===== src/rtl/shift_reg_piso.sv =====
// rtl/shift_reg_piso.sv - parallel-in serial-out shift register with valid/ready on both sides
// A word is captured on a load handshake and streamed one bit per accepted output transfer.
module shift_reg_piso #(
   parameter int WIDTH     = 8,
   parameter bit MSB_FIRST = 1'b1
) (
   input  logic             clk,
   input  logic             reset,
   input  logic [WIDTH-1:0] din,
   input  logic             load_valid,
   output logic             load_ready,
   output logic             sout,
   output logic             sout_valid,
   input  logic             sout_ready,
   output logic             done
);

   localparam int CW = $clog2(WIDTH);

   typedef enum logic {
      IDLE  = 1'b0,
      SHIFT = 1'b1
   } state_t;

   state_t           state_q, state_d;
   logic [WIDTH-1:0] sreg_q, sreg_d;
   logic [CW-1:0]    cnt_q, cnt_d;
   logic [WIDTH-1:0] sreg_shifted;
   logic             last;
   logic             load_hs;
   logic             xfer;

   assign last       = (cnt_q == '0);
   assign sout_valid = (state_q == SHIFT);
   assign sout       = MSB_FIRST ? sreg_q[WIDTH-1] : sreg_q[0];
   assign xfer       = sout_valid & sout_ready;
   assign done       = xfer & last;
   // Ready during the final transfer lets the next word follow with no idle cycle.
   assign load_ready = reset & ((state_q == IDLE) | ((state_q == SHIFT) & last & sout_ready));
   assign load_hs    = load_valid & load_ready;

   always_comb begin
      sreg_shifted = '0;
      if (MSB_FIRST) begin
         sreg_shifted = {sreg_q[WIDTH-2:0], 1'b0};
      end else begin
         sreg_shifted = {1'b0, sreg_q[WIDTH-1:1]};
      end
   end

   always_comb begin
      state_d = state_q;
      sreg_d  = sreg_q;
      cnt_d   = cnt_q;
      unique case (state_q)
         IDLE: begin
            if (load_hs) begin
               sreg_d  = din;
               cnt_d   = CW'(WIDTH - 1);
               state_d = SHIFT;
            end
         end
         SHIFT: begin
            if (xfer) begin
               if (!last) begin
                  sreg_d = sreg_shifted;
                  cnt_d  = cnt_q - 1'b1;
               end else if (load_hs) begin
                  sreg_d = din;
                  cnt_d  = CW'(WIDTH - 1);
               end else begin
                  // Clearing keeps sout at 0 while idle.
                  sreg_d  = '0;
                  state_d = IDLE;
               end
            end
         end
         default: begin
            state_d = IDLE;
         end
      endcase
   end

   always_ff @(posedge clk or negedge reset) begin
      if (!reset) begin
         state_q <= IDLE;
         sreg_q  <= '0;
         cnt_q   <= '0;
      end else begin
         state_q <= state_d;
         sreg_q  <= sreg_d;
         cnt_q   <= cnt_d;
      end
   end

endmodule


===== config.mk =====
export PLATFORM = sky130hd
export DESIGN_NAME = shift_reg_piso
export DESIGN_NICKNAME = d
export VERILOG_FILES = /design/src/rtl/shift_reg_piso.sv
export SDC_FILE = /design/constraint.sdc
export NUM_CORES = 1
export LEC_CHECK = 0
export CAP_MARGIN = 5
export CORE_UTILIZATION = 47
export CTS_CLUSTER_DIAMETER = 150
export DETAILED_ROUTE_END_ITERATION = 8
export GPL_TIMING_DRIVEN = 0
export HOLD_SLACK_MARGIN = 0.02
export PLACE_DENSITY = 0.76
export SKIP_LAST_GASP = 1
export SYNTH_ARGS = -nofsm -noshare
export SYNTH_HDL_FRONTEND = slang
export SYNTH_SLANG_ARGS = --single-unit
export TNS_END_PERCENT = 20

===== constraint.sdc =====
create_clock -name clk -period 1.8 [get_ports clk]
set_input_delay 0.36 -clock clk [delete_from_list [all_inputs] [get_ports clk]]
set_output_delay 0.36 -clock clk [all_outputs]
set_load 0.03 [all_outputs]

# Word level (Yosys, flattened, before mapping)

Index checks and enable logic that the tools add are counted.

Register bits after elaboration: 12

Add/sub/neg operators: 1
Eq/ne operators: 2
Mux-type cells: 13
Bitwise gates (word level): 8
Reduce and logical (&&, ||, !) cells: 2

Operator list:

| operator            | number |
|---|---|
| $mux 8              | 4 |
| $pmux 8 s2          | 1 |
| $mux 3              | 3 |
| $and 1x1->1         | 6 |
| $pmux 3 s2          | 1 |
| $logic_not 3->1     | 1 |
| $mux 1              | 3 |
| $sub 3x1->3 const B | 1 |
| $ne 2x1->1 const B  | 1 |
| $ne 2x2->1 const B  | 1 |
| $pmux 1 s2          | 1 |
| $reduce_and 2->1    | 1 |
| $not 1->1           | 1 |
| $or 1x1->1          | 1 |

# Depth between registers and ports, before layout

Depth after elaboration: 10
Depth in mapped cells: 5
Depth with buffers taken out: 5

# Worst setup path before layout

No wires, ideal clock.

Path type: reg2out
Start: reg cnt_q[0]
End: out load_ready
Arrival time: 1.186 ns
Data required time: 1.440 ns
Slack: 0.254 ns
Stages on the path, launching flop included: 6
Cell sequence: dfrtp_1 > inv_1 > ha_1 > nand3b_1 > nand2_1 > and2_1

Word-level cells in the longest chain between the ends: 5

RTL lines:

| what                      | RTL line | RTL |
|---|---|---|
| start: declaration        | 27       | `logic [CW-1:0] cnt_q, cnt_d;` |
| start signal: assignment  | 92       | `cnt_q <= cnt_d;` |
| $logic_not 3->1           | 33       | `assign last = (cnt_q == '0);` |
| $and 1x1->1 (2 in series) | 39       | `assign load_ready = reset & ((state_q == IDLE) \| ((state_q == SHIFT) & last & sout_ready));` |
| $or 1x1->1                | 39       |  |
| $and 1x1->1               | 39       |  |
| end: declaration          | 11       | `output logic load_ready,` |

Every way passes these cells.

# Final worst setup path

Start: reg state_q (netlist: sout_valid)
End: out sout_valid

RTL lines:

| what                     | RTL line | RTL |
|---|---|---|
| start: declaration       | 25       | `state_t state_q, state_d;` |
| start signal: assignment | 90       | `state_q <= state_d;` |
| end: declaration         | 13       | `output logic sout_valid,` |

No word-level cell between the ends.

==> impl_summary.txt <==
----------------------------------------------------
[Routing]
  Detail-routed net length per standard cell ... 16.3 um
  Number of nets with antenna violations after routing ... 0
  Number of violations reported at the end of detailed-routing iteration 0 ... 12
  Total wirelength of the detailed-routed design ... between 1500 and 2000 um
  Final routed DRC violation total ... 0
  Number of detailed-routing iterations run before antenna repair ... 4
  Routed via count ... a little under 600
  Detail-routed via count per cell ... just under 6

[Global route]
  Largest net degree at the start of global routing ... 17
  Number of antenna violations at the first check in global routing ... 0
  GRT overflow ... 0
  First-pass GRT wire length ... 2190 um
  Vias in the first global route ... around 500
  Global router's overall resource usage ... 22.0%

[Cells and area]
  Final layout net count ... slightly below 100
  Antenna diode count ... 0
  Layout overhead on the synthesized area ... 37.6%
  Most common cell after layout, fill and taps aside ... dfrtp_1
  Fraction of final layout cells with drive strength greater than 1 ... 29.8%
  Commonest non-fill, non-tap cells in the layout ... dfrtp_1 (12), clkdlybuf4s50_1 (11), and3_1 (7), a221o_1 (7), nand2_1 (6)

[Timing]
  Pin slew with the least headroom to its limit ... 0.557 ns
  Min cycle time layout ... 1.73 ns
  Max Slew Vio Count ... 0
  Final worst clock skew ... roughly 0.00055 ns
  Worst hold-check slack ... around 0.44 ns
  Total setup violations reported at the end of the flow ... 0
  Highest Clock Rate ... 578 MHz
  Setup repair after global routing missed its margin ... no
  Relative slew margins ... a little over three fifths
  Final hold viol count ... 0
  Part of the cycle the worst path needs ... 96.2%

[Critical path]
  Series of cell instances along the critical path ... clkdlybuf4s50_1
  Crit path buf inv count ... 1
  Top cell family by delay on the critical path ... buffers and inverters
  Maximum net fanout on the critical path ... 4
  Type of the setup path with the least slack ... flop to output port
  Master of the slowest instance on the critical path ... clkdlybuf4s50_1
  Crit path DAT ... roughly 1.4 ns
  Type of origin of the critical path ... flop
  Slowest stage delay, CP ... 0.69 ns
  Required time of the critical path ... 1.44 ns
  Nature of the critical path endpoint ... output port

[Place]
  HPWL Detailed ... about 1100 um
  Placer Congestion ... between 0.7 and 0.8
  Port-buffer cells ... 14

[Synthesis]
  Average size of a mapped cell ... approximately 11 sq um
  Post-synthesis register bit count ... 12
  Number of cells produced by synthesis ... 61
  Sequential-to-total area share from yosys stat ... approximately 45%
  Net Count, Synth ... 75
  Total of warnings raised by yosys ... 0
  Post-synthesis instance area ... ~670 sq um
  Post-synthesis cell type count ... 26

[Job]
  Number of maximum-capacitance violations ... 0

[Clocking]
  Clock insertion delay at the later pin of the skew report ... around 0.28 ns
  CTS H-Tree Depth ... 1
  Clock net sink count ... 12
  Longest Clk Path Bufs ... 2
  Clock-pin slew on the worst setup and hold paths ... approximately 0.080 ns
  CTS Root Cell ... clkbuf_4
  Clock buffer count from CTS ... 3
  CTS tree ... built

[Power]
  Static leakage ... between 0.0004 and 0.0005 uW
  Power density normalized to cell area ... ~1300 nW/um^2
  Overall power ... approximately 1200 uW
  Worst vdd rail ir drop ... 0.000738 V

[Die]
  DIE AREA ... 1580 sq um
  Y dimension of the die ... roughly 40 um
  Standard-cell row count ... 13
  Starting Density ... 50.7%
  Count of pins on the block boundary ... 16
  Placeable core region ... about 1300 sq um
  Die Span X ... between 30 and 40 um

[Outcome]
  Result of the run ... completed

[Worst hold path]
  Class of the tightest hold or removal check ... input pin to flop

----------------------------------------------------
worst paths after layout:
kind	slack, ns	from	end	cells after the start
worst max register to register	0.33	cnt_q[1]	sreg_q[6]	6
worst max-delay path	0.07	sout_valid	sout_valid	1
worst min register to register	0.53	sreg_q[3]	sreg_q[4]	1
min in group asynchronous	0.70	reset	sreg_q[6]	2
worst min-delay path	0.44	sout_ready	sreg_q[0]	3
max in group asynchronous	0.74	reset	sreg_q[4]	2
Yosys cell counts, drive strengths merged:
cell type	number	area (sq um)
and2b	1	8.76
o221ai	1	8.76
and3	8	51.3
a221o	7	70.1
inv	3	11.3
or2	1	6.26
ha	2	25.0
a2bb2oi	2	17.5
dfrtp	12	300
nand3	1	5.00
a22oi	1	7.51
o22ai	1	6.26
nand2	7	28.8
nand3b	3	35.0
o21ai	3	15.0
nor2	1	6.26
and2	1	6.26
buf	2	18.8
nand2b	1	6.26
o22a	1	10.0
a21oi	1	16.3
a21boi	1	7.51
where the power goes:
part / leakage (uW) / switching, uW / internal (uW) / total, uW
sequential: 0.000151 / 63.5 / 368 / 432
combinational: 0.000282 / 247 / 283 / 530
clock: 0.0000210 / 98.6 / 123 / 222
total: 0.000454 / 409 / 774 / 1180
sequential cells by signal (all words and copies together) (netlist names):
| register | cells |
|---|---|
| sreg_q | 8 |
| cnt_q | 3 |
| sout_valid | 1 |
through the flow:
step	worst slack (ns)	cell area, sq um	util (%)	cells	TNS, ns
after CTS	0.00620	895	67.9	98	0
after global routing	0.0295	920	69.8	99	0
after detailed placement	-0.769	827	62.8	90	-5.84
after floorplan	0.254	668	-	61	0
after global placement	-0.769	827	62.8	90	-5.52
final	0.0685	920	69.8	99	0
repair_timing:
| item | CTS | global route |
|---|---|---|
| hold endpoints to repair | 0 | 12 |
| hold buffers | 0 | 1 |
| pin swaps | 1 | 2 |
| gates resized for setup | 16 | 7 |
| buffers inserted | 4 | 0 |
| endpoints found under the setup margin | 13 | 2 |
routing by layer:
layer	up-vias	wire length [um]	track usage [%]
met4	0	8	7.76
met2	13	851	37.7
met5	-	0	0
met1	295	684	24.3
li1	279	-	-
met3	2	66	8.52
final cells by class:
cell class	count	area, sq um
Fill cell	105	398
Multi-Input combinational cell	44	357
Sequential cell	12	300
Timing Repair Buffer	19	178
Clock buffer	4	36.3
Buffer	2	18.8
Tap cell	15	18.8
Inverter	3	11.3
kinds of logic (layout without fill, tap and decap cells):
| kind of cell | count (synthesis) | count (layout) | share of synthesized area, % |
|---|---|---|---|
| fa+ha+maj | 2 | 2 | 3.74 |
| simple gates | 24 | 24 | 23.0 |
| buf+inv | 5 | 28 | 4.49 |
| flops | 12 | 12 | 44.9 |
| compound gates | 18 | 18 | 23.8 |
worst min-delay path, cell delays in order:
cell and delay, ns:
buf_6 0.10, nand3b_1 0.10, o221ai_1 0.10
(Power assumes the default switching activity.)
